$ cat config.mk
export PLATFORM = sky130hd
export DESIGN_NAME = key_loader
export DESIGN_NICKNAME = d
export VERILOG_FILES = /design/src/rtl/key_loader_pkg.sv /design/src/rtl/key_chk_acc.sv /design/src/rtl/key_loader.sv
export SDC_FILE = /design/constraint.sdc
export NUM_CORES = 1
export LEC_CHECK = 0
export CAP_MARGIN = 20
export CORE_MARGIN = 4
export CORE_UTILIZATION = 53
export DETAILED_ROUTE_END_ITERATION = 10
export PLACE_DENSITY = 0.78
export SETUP_SLACK_MARGIN = 0.1
export SYNTH_ARGS = -nofsm -noshare
export SYNTH_HDL_FRONTEND = slang
export SYNTH_SLANG_ARGS = --single-unit
$ cat constraint.sdc
create_clock -name clk -period 2.63 [get_ports clk]
set_input_delay 0.263 -clock clk [delete_from_list [all_inputs] [get_ports clk]]
set_output_delay 0.263 -clock clk [all_outputs]
set_load 0.005 [all_outputs]
$ cat src/rtl/key_loader_pkg.sv
// ---------------------------------------------------------------------------
// key_loader_pkg
// Shared definitions for the key loader: controller state encoding, default
// check seed and lockout threshold, and a saturating failure-count helper.
// ---------------------------------------------------------------------------
package key_loader_pkg;

  typedef enum logic [1:0] {
    ST_IDLE    = 2'd0,
    ST_LOAD    = 2'd1,
    ST_ARMED   = 2'd2,
    ST_LOCKOUT = 2'd3
  } state_t;

  localparam logic [7:0] CHK_SEED_DEF = 8'hA5;
  localparam int         MAX_FAIL_DEF = 3;

  // Increment a 2-bit failure count, pinning it at max_v.
  function automatic logic [1:0] sat_inc(input logic [1:0] cnt, input int max_v);
    if (int'(cnt) >= max_v) begin
      return 2'(max_v);
    end
    return cnt + 2'd1;
  endfunction

endpackage

$ cat src/rtl/key_chk_acc.sv
// ---------------------------------------------------------------------------
// key_chk_acc
// Running XOR of the key bytes of the frame currently being loaded. The
// seed is applied by the caller at compare time, so a cleared accumulator
// always reads zero.
//
// Ports
//   clk     in   clock
//   rst_n   in   synchronous active-low reset
//   i_clr   in   zero the accumulator (has priority over i_en)
//   i_en    in   fold i_data into the accumulator
//   i_data  in   byte to fold in
//   o_acc   out  current running XOR
// ---------------------------------------------------------------------------
module key_chk_acc (
  input  logic       clk,
  input  logic       rst_n,
  input  logic       i_clr,
  input  logic       i_en,
  input  logic [7:0] i_data,
  output logic [7:0] o_acc
);

  logic [7:0] r_acc;

  always_ff @(posedge clk) begin
    if (!rst_n) begin
      r_acc <= 8'h00;
    end else if (i_clr) begin
      r_acc <= 8'h00;
    end else if (i_en) begin
      r_acc <= r_acc ^ i_data;
    end
  end

  assign o_acc = r_acc;

endmodule

$ cat src/rtl/key_loader.sv
// ---------------------------------------------------------------------------
// key_loader
// Loads a key for a logic-locked core from a byte stream. A frame is
// KEY_BYTES key bytes (byte 0 first, landing in key[7:0]) followed by a
// check byte equal to CHK_SEED XOR all key bytes. A good frame publishes the
// key; MAX_FAIL bad frames in a row lock the loader out until reset.
//
// State table
//   state      | meaning
//   IDLE       | waiting for byte 0 of a frame, in_ready high
//   LOAD       | collecting key bytes, then the check byte
//   ARMED      | verified key driven on key, key_valid high, no input taken
//   LOCKOUT    | too many bad frames; key zero, only reset recovers
//
// Ports
//   clk         in   sole clock
//   rst_n       in   synchronous active-low reset
//   in_valid    in   byte-stream valid
//   in_data     in   byte-stream data
//   in_ready    out  byte-stream ready (registered)
//   key_clear   in   zeroize key and re-arm loading (ignored in LOCKOUT)
//   key         out  verified key, zero whenever key_valid is low
//   key_valid   out  key holds a verified value
//   err         out  one-cycle pulse after a bad check byte
//   locked_out  out  lockout reached
//   fail_cnt    out  consecutive bad frames, saturating at MAX_FAIL
// ---------------------------------------------------------------------------
module key_loader
  import key_loader_pkg::*;
#(
  parameter int         KEY_BYTES = 4,
  parameter int         MAX_FAIL  = MAX_FAIL_DEF,
  parameter logic [7:0] CHK_SEED  = CHK_SEED_DEF
) (
  input  logic                   clk,
  input  logic                   rst_n,
  input  logic                   in_valid,
  input  logic [7:0]             in_data,
  output logic                   in_ready,
  input  logic                   key_clear,
  output logic [8*KEY_BYTES-1:0] key,
  output logic                   key_valid,
  output logic                   err,
  output logic                   locked_out,
  output logic [1:0]             fail_cnt
);

  localparam int IDX_W = $clog2(KEY_BYTES + 1);

  state_t                 r_state;
  logic [IDX_W-1:0]       r_idx;
  logic [8*KEY_BYTES-1:0] r_shadow;
  logic [8*KEY_BYTES-1:0] r_key;
  logic                   r_key_valid;
  logic                   r_err;
  logic                   r_locked_out;
  logic [1:0]             r_fail_cnt;
  logic                   r_in_ready;

  logic       w_accept;
  logic       w_chk_byte;
  logic       w_acc_en;
  logic       w_acc_clr;
  logic [7:0] w_acc;
  logic       w_chk_ok;
  logic [1:0] w_fail_next;
  logic       w_lock;

  assign w_accept   = in_valid && r_in_ready;
  // Once the index has reached KEY_BYTES the next byte is the check byte.
  assign w_chk_byte = (r_state == ST_LOAD) && (r_idx == IDX_W'(KEY_BYTES));

  assign w_acc_en  = w_accept && !key_clear && !w_chk_byte;
  assign w_acc_clr = (key_clear && (r_state != ST_LOCKOUT)) ||
                     (w_accept && w_chk_byte);

  key_chk_acc u_chk_acc (
    .clk    (clk),
    .rst_n  (rst_n),
    .i_clr  (w_acc_clr),
    .i_en   (w_acc_en),
    .i_data (in_data),
    .o_acc  (w_acc)
  );

  assign w_chk_ok    = ((w_acc ^ CHK_SEED) == in_data);
  assign w_fail_next = sat_inc(r_fail_cnt, MAX_FAIL);
  assign w_lock      = (int'(w_fail_next) >= MAX_FAIL);

  always_ff @(posedge clk) begin
    if (!rst_n) begin
      r_state      <= ST_IDLE;
      r_idx        <= '0;
      r_shadow     <= '0;
      r_key        <= '0;
      r_key_valid  <= 1'b0;
      r_err        <= 1'b0;
      r_locked_out <= 1'b0;
      r_fail_cnt   <= 2'd0;
      r_in_ready   <= 1'b1;
    end else begin
      r_err <= 1'b0;
      case (r_state)
        ST_IDLE: begin
          if (key_clear) begin
            r_shadow <= '0;
            r_idx    <= '0;
            r_key    <= '0;
          end else if (w_accept) begin
            r_shadow[7:0] <= in_data;
            r_idx         <= IDX_W'(1);
            r_state       <= ST_LOAD;
          end
        end

        ST_LOAD: begin
          if (key_clear) begin
            // Clear beats a coincident byte; the byte is simply dropped.
            r_shadow <= '0;
            r_idx    <= '0;
            r_key    <= '0;
            r_state  <= ST_IDLE;
          end else if (w_accept) begin
            if (!w_chk_byte) begin
              for (int b = 1; b < KEY_BYTES; b++) begin
                if (r_idx == IDX_W'(b)) begin
                  r_shadow[8*b +: 8] <= in_data;
                end
              end
              r_idx <= r_idx + IDX_W'(1);
            end else if (w_chk_ok) begin
              r_key       <= r_shadow;
              r_key_valid <= 1'b1;
              r_fail_cnt  <= 2'd0;
              r_shadow    <= '0;
              r_idx       <= '0;
              r_in_ready  <= 1'b0;
              r_state     <= ST_ARMED;
            end else begin
              r_err      <= 1'b1;
              r_fail_cnt <= w_fail_next;
              r_shadow   <= '0;
              r_idx      <= '0;
              if (w_lock) begin
                r_locked_out <= 1'b1;
                r_in_ready   <= 1'b0;
                r_state      <= ST_LOCKOUT;
              end else begin
                r_state <= ST_IDLE;
              end
            end
          end
        end

        ST_ARMED: begin
          if (key_clear) begin
            r_key       <= '0;
            r_key_valid <= 1'b0;
            r_shadow    <= '0;
            r_idx       <= '0;
            r_in_ready  <= 1'b1;
            r_state     <= ST_IDLE;
          end
        end

        ST_LOCKOUT: begin
          // Sticky until reset; hold the zeroized outputs.
          r_key        <= '0;
          r_key_valid  <= 1'b0;
          r_in_ready   <= 1'b0;
          r_locked_out <= 1'b1;
        end

        default: begin
          r_state <= ST_IDLE;
        end
      endcase
    end
  end

  assign in_ready   = r_in_ready;
  assign key        = r_key;
  assign key_valid  = r_key_valid;
  assign err        = r_err;
  assign locked_out = r_locked_out;
  assign fail_cnt   = r_fail_cnt;

endmodule

==> summary.md, run 1 <==
| Metric | Value |
|---|---|
| RSZ-0062 raised after global routing | `false` |
| CTS buffer count | `9` |
| Final ANT Viol Nets | `0` |
| R2r worst-path depth | `7` |
| Fin nets | `roughly 410` |
| Via count | `between 2000 and 3000` |
| Worst-Skew Late Latency | `~0.34 ns` |
| Hold_ws | `between 0.4 and 0.5 ns` |
| Initial antenna violation count | `0` |
| Clock root buffer | `clkbuf_8` |
| Worst Setup Start Kind | `register` |
| Hold Crit Depth | `2` |
| Post-synth top area cell | `dfxtp_1` |
| Status | `finished clean` |
| Width of the die | `87.6 um` |
| Critical R2R Capture | `key[15]` |
| R2R Setup Slk | `between 0.4 and 0.5 ns` |
| Post-DR vias/cell | `5.62` |
| Clk pin slew, worst setup/hold paths | `~0.080 ns` |
| Mapped Cells | `approximately 340` |
| CP max stage cell | `a211oi_4` |
| Setup violators final | `0` |
| Tcrit/Tclk final | `82.8%` |
| CP Max Fanout | `18` |
| Clk sinks | `83` |
| #FFs+latches synth | `between 80 and 90` |
| CTS HTree Levels | `3` |
| Ys Warns | `0` |
| Drc violations | `0` |
| CP Cell Sequence | `inv_1, ha_1, nand4_2, a21oi_1, a211oi_4, buf_8, a22o_1` |
| Register area | `1660 sq um` |
| Placed cell count | `454` |
| Synthesized net count | `359` |
| Tightest Pin Transition | `0.769 ns` |
| Maximum number of pins on one net before global-route repair | `39` |
| Die ar. | `7670 sq um` |
| Min Tclk post-route | `2.18 ns` |
| # fillers | `484` |
| Non-Filler Instances | `470` |
| Critical path buffers and inverters | `2` |
| Slew Viols, Final | `0` |
| Avg WL per Cell | `15.5 um` |
| Max-Cap Viols | `0` |
| Synth area leaders | `dfxtp_1, a22o_1, mux2i_1` |
| Overall Global Routing Usage | `20.3%` |
| Avg Cell Area, Syn | `approximately 9.9 sq um` |
| PD cells | `640 nW/um^2` |
| Core area | `6030 sq um` |
| Arrival time of the worst setup path | `2.46 ns` |
| Hold crit path type | `reg -> reg` |
| Multi-input gate area | `1580 sq um` |
| DP HPWL | `5.32 mm` |
| Setup Skew | `0.0102 ns` |
| Vias in the first global route | `2490` |
| FFs w/ async S/R, synth | `0%` |
| Critical path data required time | `2.92 ns` |
| Placed instance area | `3920 sq um` |
| CP Capture Type | `register` |
| IO buf count | `49` |
| Io pins | `50` |
| First-pass GRT wire length | `~12 mm` |
| Fin util | `69.1%` |
| Post-cts sizing count | `0` |
| Setup bufs post-CTS | `0` |
| Area delta synth->final | `24.2%` |
| Top cell type's share of synthesized area | `49.5%` |
| Register area share after synthesis | `49.5%` |
| Synthesized area | `about 3400 sq um` |
| Synth unique cells | `43` |
| CP Class | `reg -> reg` |
| Slew margin rel. | `48.7%` |
| Overall die height | `87.6 um` |
| Row cnt | `28` |
| Clk buf depth | `2` |
| Hold_buf cts | `0` |
| Pleak | `0.00163 uW` |
| Hold path startpoint | `r_shadow[2]` |
| IR drop worst, VDD | `between 300 and 400 uV` |
| Pre-antenna DRT Iters | `4` |
| Final instance area | `4170 sq um` |
| Initial DRC count | `111` |
| Crit-path leading delay family | `compound AO/OA/AOI/OAI gates` |
| Hold Violations, Final | `0` |
| Top_reg_cell synth | `dfxtp_1` |
| Largest stage delay on the critical path | `0.66 ns` |
| FMAX | `459 MHz` |
| Reg-to-Reg Start | `r_idx[0]` |
| Fraction of layout cells with a size suffix above 1 | `approximately 8.4%` |
| Routed WL | `between 7 and 8 mm` |
| Antenna Cells | `0` |
| CTS tree | `yes` |
| Initial Util | `55.7%` |
| Grt total ovfl | `0` |
| Post-synth EDFFs | `0` |
| GPL Wtd Cong | `between 0.9 and 1` |
| Min-Delay Endpoint | `r_shadow[2]` |
## registers in the layout (all words and copies together) (netlist names)
signal           cells
u_chk_acc.o_acc      8
r_shadow            32
err                  1
r_state              2
in_ready             1
fail_cnt             2
locked_out           1
key_valid            1
r_idx                3
key                 32
## synth_stat cells, types with 2 or more instances
library cell   n
o221ai_1       2
nand2_1       24
o21ai_2        2
a21oi_1       20
clkbuf_1       5
nor2_1        39
xnor2_1        4
buf_2          6
xor2_1        12
dfxtp_1       83
and2_1         8
inv_1         11
buf_6          3
a211oi_1       3
nand2b_1       5
nand4_1        2
ha_1           9
nand3_1       13
or2_2          2
mux2i_1       25
a22o_1        32
o21ai_0        7
## cell families after synthesis
kind of cell	synth area share (%)
and+or+nand+nor	14.2
DFF	49.5
AOI/OAI and AO/OA	17.2
muxes	7.79
buffers and inverters	3.69
xor gates and xnor gates	4.18
adders and majority gates	3.36
## report_power, final
| group | switching, uW | internal [uW] | total [uW] | leakage, uW |
|---|---|---|---|---|
| logic | 158 | 102 | 260 | 0.000837 |
| registers | 15.8 | 1280 | 1290 | 0.000670 |
| clock network | 451 | 663 | 1110 | 0.000124 |
## cell type report
cell class / count / area share [%]
inverter: 11 / 0.991
clock inverter: 5 / 2.58
multi-input combinational: 230 / 37.9
sequential: 83 / 39.9
tap: 75 / 2.25
clock buffer: 11 / 3.39
timing repair buffer: 55 / 13.0
## per-layer routing
layer	vias up	global-route usage, %	wire, um
met1	1271	28.7	3480
met5	-	0	0
li1	1291	-	-
met4	0	8.93	160
met2	65	30.7	3320
met3	15	3.39	325
## cells in the final DEF (no fill, tap or decap), types with 2 or more instances in the layout
cell             Yosys  final
o21ai_0              7      7
nand3_1             13     13
or2_2                2      2
mux2i_1             25     25
nor2_1              39     39
inv_1               11     11
buf_4                0      5
xnor2_1              4      4
dfxtp_1             83     83
ha_1                 9      9
a211oi_1             3      3
clkdlybuf4s50_1      0     49
o221ai_1             2      2
clkbuf_8             0     10
bufinv_16            0      3
nand2_1             24     24
nand4_1              2      2
a21oi_1             20     20
and2_1               8      8
a22o_1              32     32
xor2_1              12     12
nand2b_1             5      5
o21ai_2              2      2
## worst reg2reg max path: stages, from the launching register on
cell      delay (ns)
dfxtp_1         0.38
inv_1           0.09
ha_1            0.26
nand4_2         0.18
a21oi_1         0.14
a211oi_4        0.66
buf_8           0.24
a22o_1          0.16
## per-stage QoR
stage	total power, uW	TNS [ns]	worst slack (ns)
after floorplan	1500	0	0.751
after global placement	1570	-2.52	-0.0812
after detailed placement	1580	0	0.179
after CTS	2680	0	0.447
after global routing	2770	0	0.241
final	2670	0	0.452
## worst max path at each step
stage / start / to / slack [ns] / cells past startpoint
after floorplan: r_state[0] / r_shadow[31] / 0.75 / 7
after global placement: in_data[5] / key[6] / -0.08 / 6
after detailed placement: in_data[7] / key[17] / 0.18 / 7
after CTS: r_idx[0] / key[17] / 0.45 / 7
after global routing: r_idx[0] / key[6] / 0.24 / 7
final: r_idx[0] / key[15] / 0.45 / 7
(Power assumes the default switching activity.)
==> run 2, diff against run 1 <==
- CORE_UTILIZATION: 53 -> 48
- PLACE_DENSITY: 0.78 -> 0.75
- clock period: 2.63 -> 1.97 ns (I/O delays scaled with it)
==> run 2 against run 1 <==
Effect of this change:
- clock-buffer cell count decreased by 2
- non-clock buffer count increased by 37
- critical endpoint is now r_shadow[23]
- sequential cell count is the same
- die area up 9.4%
- final cell count is 12% higher
- power up 37%
- highest routed layer unchanged
- via count grew 5.0%
- combinational power grew 89%
- sequential share of layout area decreased by 3.6 points
- setup slack got worse by 0.34 ns
- critical path depth increased by 2
- worst hold slack worse by 0.0026 ns
==> summary.md, run 2 (synthesis gave the netlist of run 1 again) <==
| Metric | Value |
|---|---|
| Worst Setup Start Kind | `register` |
| Status | `finished clean` |
| Io pins | `50 (unchanged)` |
| IR drop worst, VDD | `546 uV (+60%)` |
| Critical path data required time | `2.21 ns (-0.71 ns)` |
| Avg WL per Cell | `15.5 um (-0.19%)` |
| Setup Skew | `0.0158 ns (+0.00562 ns)` |
| Arrival time of the worst setup path | `2.09 ns (-0.37 ns)` |
| Slew margin rel. | `73.7% (+25 points)` |
| CTS buffer count | `9 (unchanged)` |
| Die ar. | `8390 sq um (+9.4%)` |
| CP Class | `reg -> reg` |
| Min Tclk post-route | `1.85 ns (-0.324 ns)` |
| Commonest non-fill, non-tap cell in the layout | `dfxtp_1` |
| Initial DRC count | `140 (+26%)` |
| Fraction of layout cells with a size suffix above 1 | `19.2% (+11 points)` |
| Slew Viols, Final | `0 (unchanged)` |
| Hold Violations, Final | `0 (unchanged)` |
| Vias in the first global route | `2735 (+9.8%)` |
| Width of the die | `91.6 um (+4.6%)` |
| Tcrit/Tclk final | `94.1% (+11 points)` |
| First-pass GRT wire length | `13.2 mm (+8.5%)` |
| Clock root buffer | `clkbuf_8` |
| CTS tree | `yes` |
| Grt total ovfl | `0 (unchanged)` |
| Clk buf depth | `2 (unchanged)` |
| Hold crit path type | `reg -> reg` |
| IO buf count | `49 (unchanged)` |
| Pwr Total | `3640 uW (+37%)` |
| Overall Global Routing Usage | `19.9% (-0.47 points)` |
| Clk pin slew, worst setup/hold paths | `0.10 ns (+0.02 ns)` |
| Max-Cap Viols | `0 (unchanged)` |
| CP Max Fanout | `8 (-10)` |
| Maximum number of pins on one net before global-route repair | `39 (unchanged)` |
| GPL Wtd Cong | `0.839 (-14%)` |
| FMAX | `539 MHz (+17%)` |
| CTS HTree Levels | `3 (unchanged)` |
| Pre-antenna DRT Iters | `4 (unchanged)` |
| Antenna Cells | `0 (unchanged)` |
| Routed WL | `8.16 mm (+12%)` |
| Worst-Skew Late Latency | `0.36 ns (+0.02 ns)` |
| Post-DR vias/cell | `5.25 (-6.5%)` |
| Area delta synth->final | `36.8%` |
| Drc violations | `0 (unchanged)` |
| Dpl ws | `-0.293 ns (-0.472 ns)` |
| Pleak | `0.00183 uW (+12%)` |
| Fin worst setup slack | `0.116 ns (-0.336 ns)` |
| Overall die height | `91.6 um (+4.6%)` |
| Hold_ws | `0.456 ns (-0.00258 ns)` |
| DP HPWL | `5.63 mm (+5.8%)` |
| Final ANT Viol Nets | `0 (unchanged)` |
| Via count | `2774 (+5.0%)` |
| Tightest Pin Transition | `0.395 ns (-0.374 ns)` |
| Core area | `6790 sq um (+13%)` |
| Fin nets | `448 (+9.0%)` |
| Most frequent cells in the layout | `dfxtp_1, clkdlybuf4s50_1, nor2_1` |
| Setup violators final | `0 (unchanged)` |
| Fin util | `67.6% (-1.6 points)` |
| RSZ-0062 raised after global routing | `true` |
| Row cnt | `30 (+7.1%)` |
| Initial Util | `49.4% (-6.3 points)` |
| PD cells | `793 nW/um^2 (+24%)` |
| CP Capture Type | `register` |
| Initial antenna violation count | `0 (unchanged)` |
| Hold_buf cts | `0 (unchanged)` |
| Clk sinks | `83 (unchanged)` |
[run 2: repair_timing]
action / CTS / global route
gates resized for setup: 10 / 16
setup buffers: 2 / 2
endpoints found under the setup margin: 48 / 67
pin swaps: 3 / 6
[run 2: power by group]
part | total, uW | internal, uW | switching [uW]
Sequential | 1730 | 1700 | 21.6
Combinational | 491 | 238 | 253
Clock | 1420 | 741 | 682
Total | 3640 | 2680 | 956
[run 2: per-stage QoR]
stage                     TNS [ns]  cell area, sq um  instances
final                            0              4590        528
after global routing             0              4590        528
after CTS                        0              4510        526
after detailed placement     -7.92              4230        508
after global placement      -17.64              4220        507
after floorplan                  0              3360        338
[run 2: critical path, stage by stage, from the launching register on]
cell and delay, ns:
dfxtp_2 0.36, buf_4 0.14, ha_4 0.15, or2_4 0.23, buf_6 0.13, a21oi_4 0.22
o21ai_2 0.11, buf_12 0.16, mux2i_2 0.17, nor2_1 0.06
[run 2: per-layer routing]
layer,wire length (um),global-route usage (%),up-vias
li1,-,-,1370
met1,3810,26.6,1313
met2,3800,31.0,73
met3,361,4.27,18
met4,190,8.29,0
met5,0,0,-
[run 2: worst paths after layout]
check / startpoint / to / slack [ns] / depth (start not counted)
worst min-delay path: r_shadow[4] / r_shadow[4] / 0.46 / 2
worst min register to register: r_shadow[4] / r_shadow[4] / 0.46 / 2
worst max register to register: r_state[1] / r_shadow[23] / 0.12 / 9
worst max-delay path: r_state[1] / r_shadow[23] / 0.12 / 9
[run 2: area by class of cell]
| cell class | instances | area (sq um) |
|---|---|---|
| sequential | 83 | 1670 |
| fill | 534 | 2200 |
| inverter | 11 | 43.8 |
| tap | 96 | 120 |
| timing repair buffer | 92 | 870 |
| clock buffer | 9 | 124 |
| clock inverter | 7 | 109 |
| multi-input combinational | 230 | 1660 |
==> run 3, diff against run 2 <==
- REMOVE_ABC_BUFFERS: unset -> 1
- SLEW_MARGIN: unset -> 25
==> run 3 against run 2 <==
Effect of this change:
- utilization decreased by 1.0 points
- power is 5.4% lower
- setup slack better by 0.039 ns
- largest power group unchanged
- routed wire length decreased by 1.8%
- worst hold slack lost 0.0014 ns
- clock skew fell by 0.0060 ns
- critical path type unchanged
- non-clock buffer count is 6 lower
- combinational power shrank 10%
- highest routed layer unchanged
- final cell count is 1.1% lower
- global-route usage fell by 0.70 points
==> summary.md, run 3 (synthesis gave the netlist of run 1 again) <==
| Metric | Value |
|---|---|
| Status | `finished clean` |
| First-pass GRT wire length | `13.1 mm (-1.2%)` |
| Avg WL per Cell | `15.4 um (-0.67%)` |
| Row cnt | `30 (unchanged)` |
| Largest stage delay on the critical path | `0.33 ns (-0.03 ns)` |
| Pleak | `0.00179 uW (-2.3%)` |
| Tcrit/Tclk final | `92.1% (-2.0 points)` |
| CP Max Fanout | `8 (unchanged)` |
| Drc violations | `0 (unchanged)` |
| Routed WL | `8.02 mm (-1.8%)` |
| Io pins | `50 (unchanged)` |
| Setup Skew | `0.00987 ns (-0.00598 ns)` |
| Commonest non-fill, non-tap cell in the layout | `dfxtp_1` |
| Overall die height | `91.6 um (unchanged)` |
| Core area | `6790 sq um (unchanged)` |
| R2r worst-path depth | `9 (unchanged)` |
| CP max stage cell | `dfxtp_2` |
| Slew margin rel. | `72.4% (-1.3 points)` |
| PD cells | `762 nW/um^2 (-3.9%)` |
| Clock root buffer | `clkbuf_8` |
| FMAX | `551 MHz (+2.2%)` |
| Placed instance area | `4130 sq um (-2.3%)` |
| CP Cell Sequence | `inv_1, ha_4, nand2b_2, nor2_4, nand2_2, nor3_4, buf_4, buf_6, a22o_1` |
| Fin nets | `442 (-1.3%)` |
| Grt total ovfl | `0 (unchanged)` |
| Overall Global Routing Usage | `19.2% (-0.70 points)` |
| CP Capture Type | `register` |
| Area delta synth->final | `34.7%` |
| GPL Wtd Cong | `0.849 (+1.2%)` |
| DP HPWL | `5.40 mm (-4.1%)` |
| Via count | `2797 (+0.83%)` |
| RSZ-0062 raised after global routing | `true` |
| Non-Filler Instances | `522 (-1.1%)` |
| Pre-antenna DRT Iters | `5 (+1)` |
| Max-Cap Viols | `0 (unchanged)` |
| Critical path data required time | `2.26 ns (+0.05 ns)` |
| Worst-Skew Late Latency | `0.35 ns (about the same)` |
| Hold_buf cts | `0 (unchanged)` |
| Placed cell count | `498 (-2.0%)` |
| Slew Viols, Final | `0 (unchanged)` |
| Fraction of layout cells with a size suffix above 1 | `18.8% (-0.43 points)` |
| Most frequent cells in the layout | `dfxtp_1, clkdlybuf4s50_1, nor2_1` |
| Final ANT Viol Nets | `0 (unchanged)` |
| CTS tree | `yes` |
| Antenna Cells | `0 (unchanged)` |
| Width of the die | `91.6 um (unchanged)` |
| Worst Setup Start Kind | `register` |
| Maximum number of pins on one net before global-route repair | `39 (unchanged)` |
| Pwr Total | `3440 uW (-5.4%)` |
| Die ar. | `8390 sq um (unchanged)` |
| Vias in the first global route | `2774 (+1.4%)` |
| Clk buf depth | `2 (unchanged)` |
| Initial antenna violation count | `0 (unchanged)` |
| CTS HTree Levels | `3 (unchanged)` |
| Hold crit path type | `reg -> reg` |
| CP Class | `reg -> reg` |
| CTS buffer count | `9 (unchanged)` |
| Initial Util | `49.4% (unchanged)` |
| Clk pin slew, worst setup/hold paths | `0.09 ns (about the same)` |
| Post-DR vias/cell | `5.36 (+2.0%)` |
| Initial DRC count | `108 (-23%)` |
| Clk sinks | `83 (unchanged)` |
| Final instance area | `4520 sq um (-1.6%)` |
| Tightest Pin Transition | `0.413 ns (+0.0178 ns)` |
| IR drop worst, VDD | `445 uV (-19%)` |
| Hold Violations, Final | `0 (unchanged)` |
| Arrival time of the worst setup path | `2.11 ns (+0.02 ns)` |
| Min Tclk post-route | `1.81 ns (-0.0394 ns)` |
| IO buf count | `49 (unchanged)` |
| Setup violators final | `0 (unchanged)` |
| Hold Crit Depth | `2 (unchanged)` |
==> run 3: routing by layer <==
metal	up-vias	routed length, um	global-route usage [%]
li1	1355	-	-
met1	1352	3520	23.8
met2	82	4030	32.9
met3	8	379	4.43
met4	0	94	5.90
met5	-	0	0
==> run 3: what timing repair did <==
action	CTS	global route
pin swaps	1	5
gates resized for setup	10	17
setup endpoints to repair	58	60
gates cloned	0	2
hold endpoints to repair	0	0
setup buffers	0	6
==> run 3: final cells by class <==
| class | count | area, sq um |
|---|---|---|
| repair buffers | 86 | 820 |
| well taps | 96 | 120 |
| clock inverters | 7 | 80.1 |
| flip-flops and latches | 83 | 1660 |
| inverters | 11 | 41.3 |
| clock buffers | 9 | 124 |
| fillers | 528 | 2270 |
| multi-input cells | 230 | 1670 |
==> run 3: metrics by stage <==
step                hold slack, ns  util, %  setup WS, ns  TNS (ns)
global route                 0.469     66.5        0.0682         0
CTS                          0.456     64.6        0.0908         0
global placement             0.438     60.8       -0.0510     -1.26
finish                       0.455     66.5         0.155         0
detailed placement           0.444     60.8       -0.0845     -2.74
floorplan                    0.315        -        -0.341    -10.92
==> run 3: path summary, 6_finish.rpt <==
kind               start           to  slack, ns
max           r_state[1]      key[12]       0.16
min          r_shadow[4]  r_shadow[4]       0.46
max reg2reg   r_state[1]      key[12]       0.16
min reg2reg  r_shadow[4]  r_shadow[4]       0.46
==> run 3: critical path, delay by kind of cell (launching register included) <==
kind | cells | cell delay (ns)
flip-flops | 1 | 0.33
AO/OA/AOI/OAI | 1 | 0.13
adder cells (fa/ha/maj) | 1 | 0.19
buffers and inverters | 3 | 0.43
AND/OR/NAND/NOR | 4 | 0.67
==> run 3: report_power, final <==
group          switching (uW)  internal [uW]
Sequential               22.4           1700
Clock                     670            606
Combinational             242            198
